--- src/rtl/fu_issue_scheduler.sv ---
// Issue/completion scheduler: grants registered one cycle after ready, CDB result LAT cycles after grant; DONE units losing the CDB hold (no loss).
// Build option SCHED_RR_EN: rotating per-station search pointer instead of lowest-index-first priority.
module fu_issue_scheduler #(
    parameter int NUM_RS1 = 4,
    parameter int NUM_RS2 = 4,
    parameter int ADD_LAT = 2,
    parameter int MUL_LAT = 4
) (
    input  logic               clk,
    input  logic               rst_n,
    input  logic               flush,
    input  logic [NUM_RS1-1:0] rs1_ready,
    input  logic [NUM_RS1-1:0] rs1_free,
    input  logic [NUM_RS2-1:0] rs2_ready,
    input  logic [NUM_RS2-1:0] rs2_free,
    output logic [NUM_RS1-1:0] rs1_grant0,
    output logic [NUM_RS1-1:0] rs1_grant1,
    output logic [NUM_RS2-1:0] rs2_grant,
    output logic [2:0]         fu_busy,
    output logic               cdb_valid,
    output logic [1:0]         cdb_fu,
    output logic [2:0]         cdb_rs_idx
);
    typedef enum logic [1:0] {IDLE, EXEC, DONE} unit_state_t;

    localparam logic [3:0] ADD_LOAD = 4'(ADD_LAT - 1);
    localparam logic [3:0] MUL_LOAD = 4'(MUL_LAT - 1);
    localparam int IW1 = $clog2(NUM_RS1);
    localparam int IW2 = $clog2(NUM_RS2);

    unit_state_t        state [3];
    logic [3:0]         cnt [3];
    logic [2:0]         idx [3];
    logic [NUM_RS1-1:0] issued1;
    logic [NUM_RS2-1:0] issued2;
    logic [2:0]         base1, base2;

    logic [NUM_RS1-1:0] elig1;
    logic [NUM_RS2-1:0] elig2;
    logic [3:0]         k1, k2;
    logic [2:0]         cand_a, cand_b, cand_m;
    logic               has_a, has_b, has_m;

    always_comb begin
        elig1  = rs1_ready & ~issued1 & ~rs1_free;
        elig2  = rs2_ready & ~issued2 & ~rs2_free;
        cand_a = '0;
        cand_b = '0;
        cand_m = '0;
        has_a  = 1'b0;
        has_b  = 1'b0;
        has_m  = 1'b0;
        k1     = '0;
        k2     = '0;
        // Walk each station starting at its base index, wrapping modulo its size.
        for (int i = 0; i < NUM_RS1; i++) begin
            k1 = {1'b0, base1} + 4'(i);
            if (k1 >= 4'(NUM_RS1)) k1 = k1 - 4'(NUM_RS1);
            if (elig1[k1[IW1-1:0]]) begin
                if (!has_a) begin
                    has_a  = 1'b1;
                    cand_a = k1[2:0];
                end else if (!has_b) begin
                    has_b  = 1'b1;
                    cand_b = k1[2:0];
                end
            end
        end
        for (int i = 0; i < NUM_RS2; i++) begin
            k2 = {1'b0, base2} + 4'(i);
            if (k2 >= 4'(NUM_RS2)) k2 = k2 - 4'(NUM_RS2);
            if (elig2[k2[IW2-1:0]] && !has_m) begin
                has_m  = 1'b1;
                cand_m = k2[2:0];
            end
        end
    end

    logic [2:0]         idle, done, go, win;
    logic [2:0]         go_idx [3];
    logic [NUM_RS1-1:0] oh0, oh1;
    logic [NUM_RS2-1:0] oh2;

    always_comb begin
        for (int u = 0; u < 3; u++) begin
            idle[u] = (state[u] == IDLE);
            done[u] = (state[u] == DONE);
        end
        // A busy add0 hands its candidate to add1.
        go[0]     = idle[0] & has_a;
        go[1]     = idle[1] & (idle[0] ? has_b : has_a);
        go[2]     = idle[2] & has_m;
        go_idx[0] = cand_a;
        go_idx[1] = idle[0] ? cand_b : cand_a;
        go_idx[2] = cand_m;
        win[2]    = done[2];
        win[0]    = done[0] & ~done[2];
        win[1]    = done[1] & ~done[0] & ~done[2];
        oh0 = '0;
        oh1 = '0;
        oh2 = '0;
        if (go[0]) oh0 = {{(NUM_RS1-1){1'b0}}, 1'b1} << go_idx[0];
        if (go[1]) oh1 = {{(NUM_RS1-1){1'b0}}, 1'b1} << go_idx[1];
        if (go[2]) oh2 = {{(NUM_RS2-1){1'b0}}, 1'b1} << go_idx[2];
    end

    assign fu_busy = ~idle;

    always_ff @(posedge clk or negedge rst_n) begin
        if (!rst_n) begin
            for (int u = 0; u < 3; u++) begin
                state[u] <= IDLE;
                cnt[u]   <= '0;
                idx[u]   <= '0;
            end
            issued1    <= '0;
            issued2    <= '0;
            rs1_grant0 <= '0;
            rs1_grant1 <= '0;
            rs2_grant  <= '0;
            cdb_valid  <= 1'b0;
            cdb_fu     <= '0;
            cdb_rs_idx <= '0;
        end else if (flush) begin
            for (int u = 0; u < 3; u++) begin
                state[u] <= IDLE;
                cnt[u]   <= '0;
                idx[u]   <= '0;
            end
            issued1    <= '0;
            issued2    <= '0;
            rs1_grant0 <= '0;
            rs1_grant1 <= '0;
            rs2_grant  <= '0;
            cdb_valid  <= 1'b0;
            cdb_fu     <= '0;
            cdb_rs_idx <= '0;
        end else begin
            rs1_grant0 <= oh0;
            rs1_grant1 <= oh1;
            rs2_grant  <= oh2;
            issued1    <= (issued1 & ~rs1_free) | oh0 | oh1;
            issued2    <= (issued2 & ~rs2_free) | oh2;
            cdb_valid  <= |win;
            cdb_fu     <= win[2] ? 2'd2 : (win[1] ? 2'd1 : 2'd0);
            cdb_rs_idx <= win[2] ? idx[2] : (win[0] ? idx[0] : (win[1] ? idx[1] : 3'd0));
            for (int u = 0; u < 3; u++) begin
                case (state[u])
                    IDLE: if (go[u]) begin
                        idx[u] <= go_idx[u];
                        cnt[u] <= (u == 2) ? MUL_LOAD : ADD_LOAD;
                        // Single-cycle units complete in their grant cycle.
                        if (((u == 2) ? MUL_LOAD : ADD_LOAD) == 4'd0) state[u] <= DONE;
                        else                                           state[u] <= EXEC;
                    end
                    EXEC: begin
                        cnt[u] <= cnt[u] - 4'd1;
                        if (cnt[u] == 4'd1) state[u] <= DONE;
                    end
                    DONE: if (win[u]) state[u] <= IDLE;
                    default: state[u] <= IDLE;
                endcase
            end
        end
    end

`ifdef SCHED_RR_EN
    logic [2:0] ptr1, ptr2, hi1;

    function automatic logic [2:0] wrap_inc(input logic [2:0] v, input int n);
        logic [3:0] s;
        s = {1'b0, v} + 4'd1;
        return (s >= 4'(n)) ? 3'd0 : s[2:0];
    endfunction

    always_comb begin
        hi1 = go_idx[0];
        if (go[1] && (!go[0] || go_idx[1] > go_idx[0])) hi1 = go_idx[1];
    end

    always_ff @(posedge clk or negedge rst_n) begin
        if (!rst_n) begin
            ptr1 <= '0;
            ptr2 <= '0;
        end else if (flush) begin
            ptr1 <= '0;
            ptr2 <= '0;
        end else begin
            if (go[0] || go[1]) ptr1 <= wrap_inc(hi1, NUM_RS1);
            if (go[2])          ptr2 <= wrap_inc(go_idx[2], NUM_RS2);
        end
    end

    assign base1 = ptr1;
    assign base2 = ptr2;
`else
    assign base1 = 3'd0;
    assign base2 = 3'd0;
`endif
endmodule
--- config.mk ---
export PLATFORM = sky130hd
export DESIGN_NAME = fu_issue_scheduler
export DESIGN_NICKNAME = d
export VERILOG_FILES = /design/src/rtl/fu_issue_scheduler.sv
export SDC_FILE = /design/constraint.sdc
export NUM_CORES = 1
export LEC_CHECK = 0
export BUFFER_PORTS_ARGS = -buffer_cell sky130_fd_sc_hd__buf_2
export CORE_UTILIZATION = 40
export DETAILED_ROUTE_END_ITERATION = 8
export PLACE_DENSITY = 0.73
export SLEW_MARGIN = 10
export SYNTH_ARGS = -nofsm -noshare
export SYNTH_HDL_FRONTEND = slang
export SYNTH_SLANG_ARGS = --single-unit
--- constraint.sdc ---
create_clock -name clk -period 2.37 [get_ports clk]
set_input_delay 0.3555 -clock clk [delete_from_list [all_inputs] [get_ports clk]]
set_output_delay 0.3555 -clock clk [all_outputs]
set_load 0.01 [all_outputs]
Word level (Yosys, flattened, before mapping)
Cells that the tools add are included.
W data, S select, Z words.
{"block": "word_totals", "ff_bits": 53, "latch_bits": 0, "mem_bits_rw": 0, "rom_bits": 0, "inputBits": 19, "out_inout_bits": 21, "elab_cells": 165, "memories": 0}
{"block": "classes", "add_sub_neg": 3, "multipliers": 0, "div": 0, "order_cmp": 0, "n_eq_ne": 17, "shift": 3, "mux": 75, "bitwise_logic": 22, "reduce_logical": 28}
{"operator": "$mux W3", "count": 25}
{"operator": "$mux W4", "count": 11}
{"operator": "$and A4 B4 Y4", "count": 6}
{"operator": "$pmux W4 S2", "count": 3}
{"operator": "$mux W1", "count": 20}
{"operator": "$mux W2", "count": 10}
{"operator": "$not A4 Y4", "count": 4}
{"operator": "$ne A3 B2 Y1 const B", "count": 5}
{"operator": "$reduce_and A2 Y1", "count": 7}
{"operator": "$eq A4 B1 Y1 const B", "count": 3}
{"operator": "$mux W12", "count": 1}
{"operator": "$or A4 B4 Y4", "count": 3}
{"operator": "$pmux W2 S3", "count": 2}
{"operator": "$reduce_bool A2 Y1", "count": 6}
{"operator": "$shl A1 B3 Y4 const A", "count": 3}
{"operator": "$sub A4 B1 Y4 const B", "count": 3}
{"operator": "$mux W9", "count": 1}
{"operator": "$ne A3 B3 Y1 const B", "count": 3}
{"operator": "$reduce_bool A3 Y1", "count": 3}
{"operator": "$and A1 B1 Y1", "count": 6}
{"operator": "$eq A2 B1 Y1 const B", "count": 3}
{"operator": "$eq A2 B2 Y1 const B", "count": 3}
{"operator": "$logic_not A2 Y1", "count": 3}
{"operator": "$mux W6", "count": 1}
{"operator": "other kinds (7)", "count": 13}

Depth between registers and ports, before layout
{"block": "depth", "word_depth": 17, "ltp_mapped": 9, "mapped_depth_nobuf": 9}

Worst setup path after synthesis
Ideal clock, no wire load.
{"block": "synth_timing", "kind": "register to register", "start": "reg issued1[1]", "end": "reg issued1[2]", "setup_time_ns": 0.101, "arrival_ns": 2.101, "required_time_ns": 2.269, "setup_slack_ns": 0.168, "stages_incl_launch_ff": 9, "path_buffers": 1, "synth_period_minus_slack_ns": 2.202, "cell_sequence": "dfrtp_1 nor3b_1 inv_1 ha_1 clkbuf_1 a22oi_2 o221ai_2 or3_4 o32ai_1"}
{"block": "synth_via", "elab_chain_cells": 15, "elab_cells_between_ends": 34, "cone_classes": "shift (2); mux (25); bitwise (7)"}
{"element": "start, declared", "line_no": "34", "source": "logic [NUM_RS1-1:0] issued1;"}
{"element": "start signal, assigned", "line_no": "142", "source": "issued1 <= (issued1 & ~rs1_free) | oh0 | oh1;"}
{"element": "$not A4 Y4 (*)", "line_no": "45", "source": "elig1 = rs1_ready & ~issued1 & ~rs1_free;"}
{"element": "$and A4 B4 Y4 (*) (2 in series)", "line_no": "45"}
{"element": "$mux W3 or $mux W1 (tied branches)", "line_no": "59", "source": "if (elig1[k1[IW1-1:0]]) begin"}
{"element": "$mux W3", "line_no": "63", "source": "end else if (!has_b) begin"}
{"element": "$mux W3", "line_no": "60", "source": "if (!has_a) begin"}
{"element": "$mux W3", "line_no": "59"}
{"element": "$mux W3", "line_no": "63"}
{"element": "$mux W3", "line_no": "60"}
{"element": "$mux W3", "line_no": "59"}
{"element": "$mux W3", "line_no": "94", "source": "go_idx[1] = idle[0] ? cand_b : cand_a;"}
{"element": "$shl A1 B3 Y4", "line_no": "103", "source": "if (go[1]) oh1 = {{(NUM_RS1-1){1'b0}}, 1'b1} << go_idx[1];"}
{"element": "$mux W4", "line_no": "103"}
{"element": "$or A4 B4 Y4 (*)", "line_no": "142"}
{"element": "$mux W4 (*)", "line_no": "124", "source": "end else if (flush) begin"}
Mark *: on every way between the ends. The rest lies on a longest branch, timed or not.
A chain may end at the register's enable or synchronous reset.

Worst setup path after layout
{"block": "layout_timing", "start": "reg issued1[0]", "end": "reg issued1[2]"}
{"block": "layout_via", "elab_chain_cells": 17, "elab_cells_between_ends": 38, "cone_classes": "shift (2); mux (29); bitwise (7)"}
{"element": "$not A4 Y4 (*)", "line_no": "45"}
{"element": "$and A4 B4 Y4 (*) (2 in series)", "line_no": "45"}
{"element": "$mux W1 (*)", "line_no": "59"}
{"element": "$mux W1", "line_no": "60"}
{"element": "$mux W3 or $mux W1 (tied branches)", "line_no": "59"}
{"element": "$mux W3", "line_no": "63"}
{"element": "$mux W3", "line_no": "60"}
{"element": "$mux W3", "line_no": "59"}
{"element": "$mux W3", "line_no": "63"}
{"element": "$mux W3", "line_no": "60"}
{"element": "$mux W3", "line_no": "59"}
{"element": "$mux W3", "line_no": "94"}
{"element": "$shl A1 B3 Y4", "line_no": "103"}
{"element": "$mux W4", "line_no": "103"}
{"element": "$or A4 B4 Y4 (*)", "line_no": "142"}
{"element": "$mux W4 (*)", "line_no": "124"}
Marked as above.

==> results_dict.tcl <==
set metrics [dict create \
    status "completed" \
    wl_per_cell_um 13.6 \
    io_buffer_count 38 \
    ys_top_cells_by_count "49 x dfrtp_1, 30 x nor2_1, 22 x inv_1, 21 x nand2_1" \
    grt_max_degree 50 \
    hold_class "in -> async" \
    crit_path_top_delay_cell "dfrtp_1" \
    core.rowCount 29 \
    core-area_sq_um 6310 \
    ys.flop_type "dfrtp_1" \
    synthSimpleGateAreaFrac_pct 21.2 \
    dr.pass1.iters 4 \
    worst-path-buf-inv 1 \
    synth_fa_ha_area_share_pct 5.29 \
    syn2layout_area_growth_pct 14.9 \
    async_flop_share_pct 100 \
    cts_sinks 49 \
    finalSetupViolCount 0 \
    fillers 620 \
    synth-xor-area-share_pct 0.673 \
    die_area_sq_um 6830 \
    final_cells 387 \
    cts_tree "built" \
    peakVddDrop_mv 0.388 \
    vias_per_cell 5.33 \
    gr-total-overflow 0 \
    clockBufferDepth 2 \
    antenna_found_initial 0 \
    path_cells "nor2_1, nand2_1, inv_1, ha_1, or3b_1, o211ai_1, o211ai_2, or3_4, o32ai_1" \
    setup_slack_ps 214 \
    io_pins 40 \
    synth_compound_area_share_pct 17.8 \
    dp_slack_ps -8.14 \
    drive_gt1_share_pct 25.8 \
    tightest_slew_ps 608 \
    initial_core_util_pct 41.2 \
    vias 2061 \
    maxCapViolCount 0 \
    die_h_um 82.6 \
    drc_errors 0 \
    synth_area_leaders "dfrtp_1 47%, ha_1 5.3%, nor2_1 4.3%, inv_1 3.2%, nand2_1 3.0%" \
    synth_area_leader_cell "dfrtp_1" \
    fin_skew_ps 10.4 \
    r2r_slack_ps 210 \
    cp.arrival_ps 2360 \
    htreeDepth 2 \
    grt_pass1_vias 1905 \
    endpoint_kind "flip-flop" \
    r2r_end "issued1[2]" \
    crit_start "issued1[0]" \
    power_density_nw_per_um2 832 \
    synth.area.mux_share_pct 2.07 \
    fin_nets 339 \
    ys_types 59 \
    leakagePower_uw 0.00145 \
    postLayoutCoreUtil_pct 47.3 \
    cts_root_buffer "clkbuf_8" \
    slowest_delay_ps 400 \
    hold_violations 0 \
    path_delay_family "simple AND/OR/NAND/NOR gates" \
    slew_violations 0 \
    dp_hpwl_mm 3.83 \
    dieWidth_um 82.6 \
    synth_edf_count 0 \
    slew-limit-headroom_pct 59.5 \
    period_minus_slack_ps 2160 \
    hold_ws_ps 130 \
    yosys_warnings 0 \
    ant_nets 0 \
    clk_latency_ps 300 \
    cp.required_ps 2580 \
    cts_buffers 5 \
    track_usage_pct 16.3 \
    routed_wl_mm 5.27 \
    gp_congestion 0.822 \
    yosysSeqAreaShare_pct 47.1 \
    synth_seq_cells 49 \
    clock.fmax_mhz 464 \
    worstSetupPathDepth 9 \
    finalCritPeriodShare_pct 91.0 \
    path_clk_slew_ps 100 \
    avgSynthCellArea_sq_um 9.74 \
    diodes 0 \
    crit_end "issued1[2]" \
    yosysMostFrequentCell "dfrtp_1" \
    r2r-start "issued1[0]" \
    cp_max_fo 4 \
    drtIter0Drc 73 \
    grt_pass1_wl_mm 8.64 \
    rsz0062_at_grt "false" \
    syn_nets 297 \
    reg2reg_depth 9 \
    synth_top_family_by_area "simple AND/OR/NAND/NOR gates" \
    syn_area_sq_um 2600 \
    worst-setup-path-type "reg -> reg" \
    synth_top_area_share_pct 47.1 \
    crit_path_start_kind "flip-flop" \
    syn_inst 267 \
    dp.cells 379 \
]
## kinds of logic (layout without fill, tap and decap cells)
group	after synthesis	after routing
simple gates	103	103
compound gates	62	62
flops	49	49
other cells	1	1
mux	5	5
xor+xnor	2	2
buf+inv	34	77
fa+ha+maj	11	11
## layout by cell type (no fill, tap or decap), types with 5 or more instances in the layout
master     n
dfrtp_1   49
buf_2     38
nor2_1    30
inv_1     22
nand2_1   21
a21oi_1   14
nor3_1    14
ha_1      11
buf_4      8
o21ai_0    7
clkbuf_8   5
## where the power goes
| group | switching, uW | internal, uW |
|---|---|---|
| logic | 499 | 385 |
| registers | 134 | 960 |
| clock network | 300 | 210 |
| total | 932 | 1560 |
## state kept, by name (all words and copies together) (netlist names)
register    count
state           6
idx             6
issued2         4
rs2_grant       4
cdb_fu          2
rs1_grant0      4
cdb_valid       1
cnt            12
issued1         4
cdb_rs_idx      2
rs1_grant1      4
## worst min-delay path by stage
stage / from / to / slack (ps) / cells past startpoint
floorplan: rst_n / cdb_fu[0] / 60 / 0
global placement: rst_n / rs2_grant[0] / 490 / 2
detailed placement: rst_n / rs2_grant[2] / 490 / 2
CTS: rst_n / rs2_grant[2] / 150 / 2
global route: rst_n / rs2_grant[0] / 210 / 2
finish: rst_n / rs2_grant[1] / 130 / 2
## final cells by class
cell class / count / area [sq um] / area share [%]
sequential: 49 / 1230 / 41.0
timing repair buffer: 46 / 250 / 8.37
clock buffer: 5 / 68.8 / 2.30
tap: 77 / 96.3 / 3.22
clock inverter: 3 / 21.3 / 0.712
inverter: 23 / 88.8 / 2.97
multi-input combinational: 184 / 1240 / 41.4
## routing by layer
metal / share of wire, % / global-route usage [%]
met3: 2.8 / 2.53
met4: 0.76 / 3.79
met2: 50 / 28.1
met5: 0 / 0
met1: 46 / 21.5
## stage by stage
stage	power (uW)	setup TNS, ps	instance area [sq um]
3_5_place_dp	1990	-8.14	2890
4_1_cts	2500	0	2980
6_report	2490	0	2990
3_3_place_gp	1970	0	2890
5_1_grt	2660	0	2990
2_1_floorplan	1750	0	2600
## timing repair
item | CTS | global route
endpoints found under the setup margin | 0 | 10
setup buffers | 0 | 0
resized for setup | 0 | 2
hold endpoints to repair | 0 | 0
hold buffers | 0 | 0
Power figures use the tool's default switching activity.
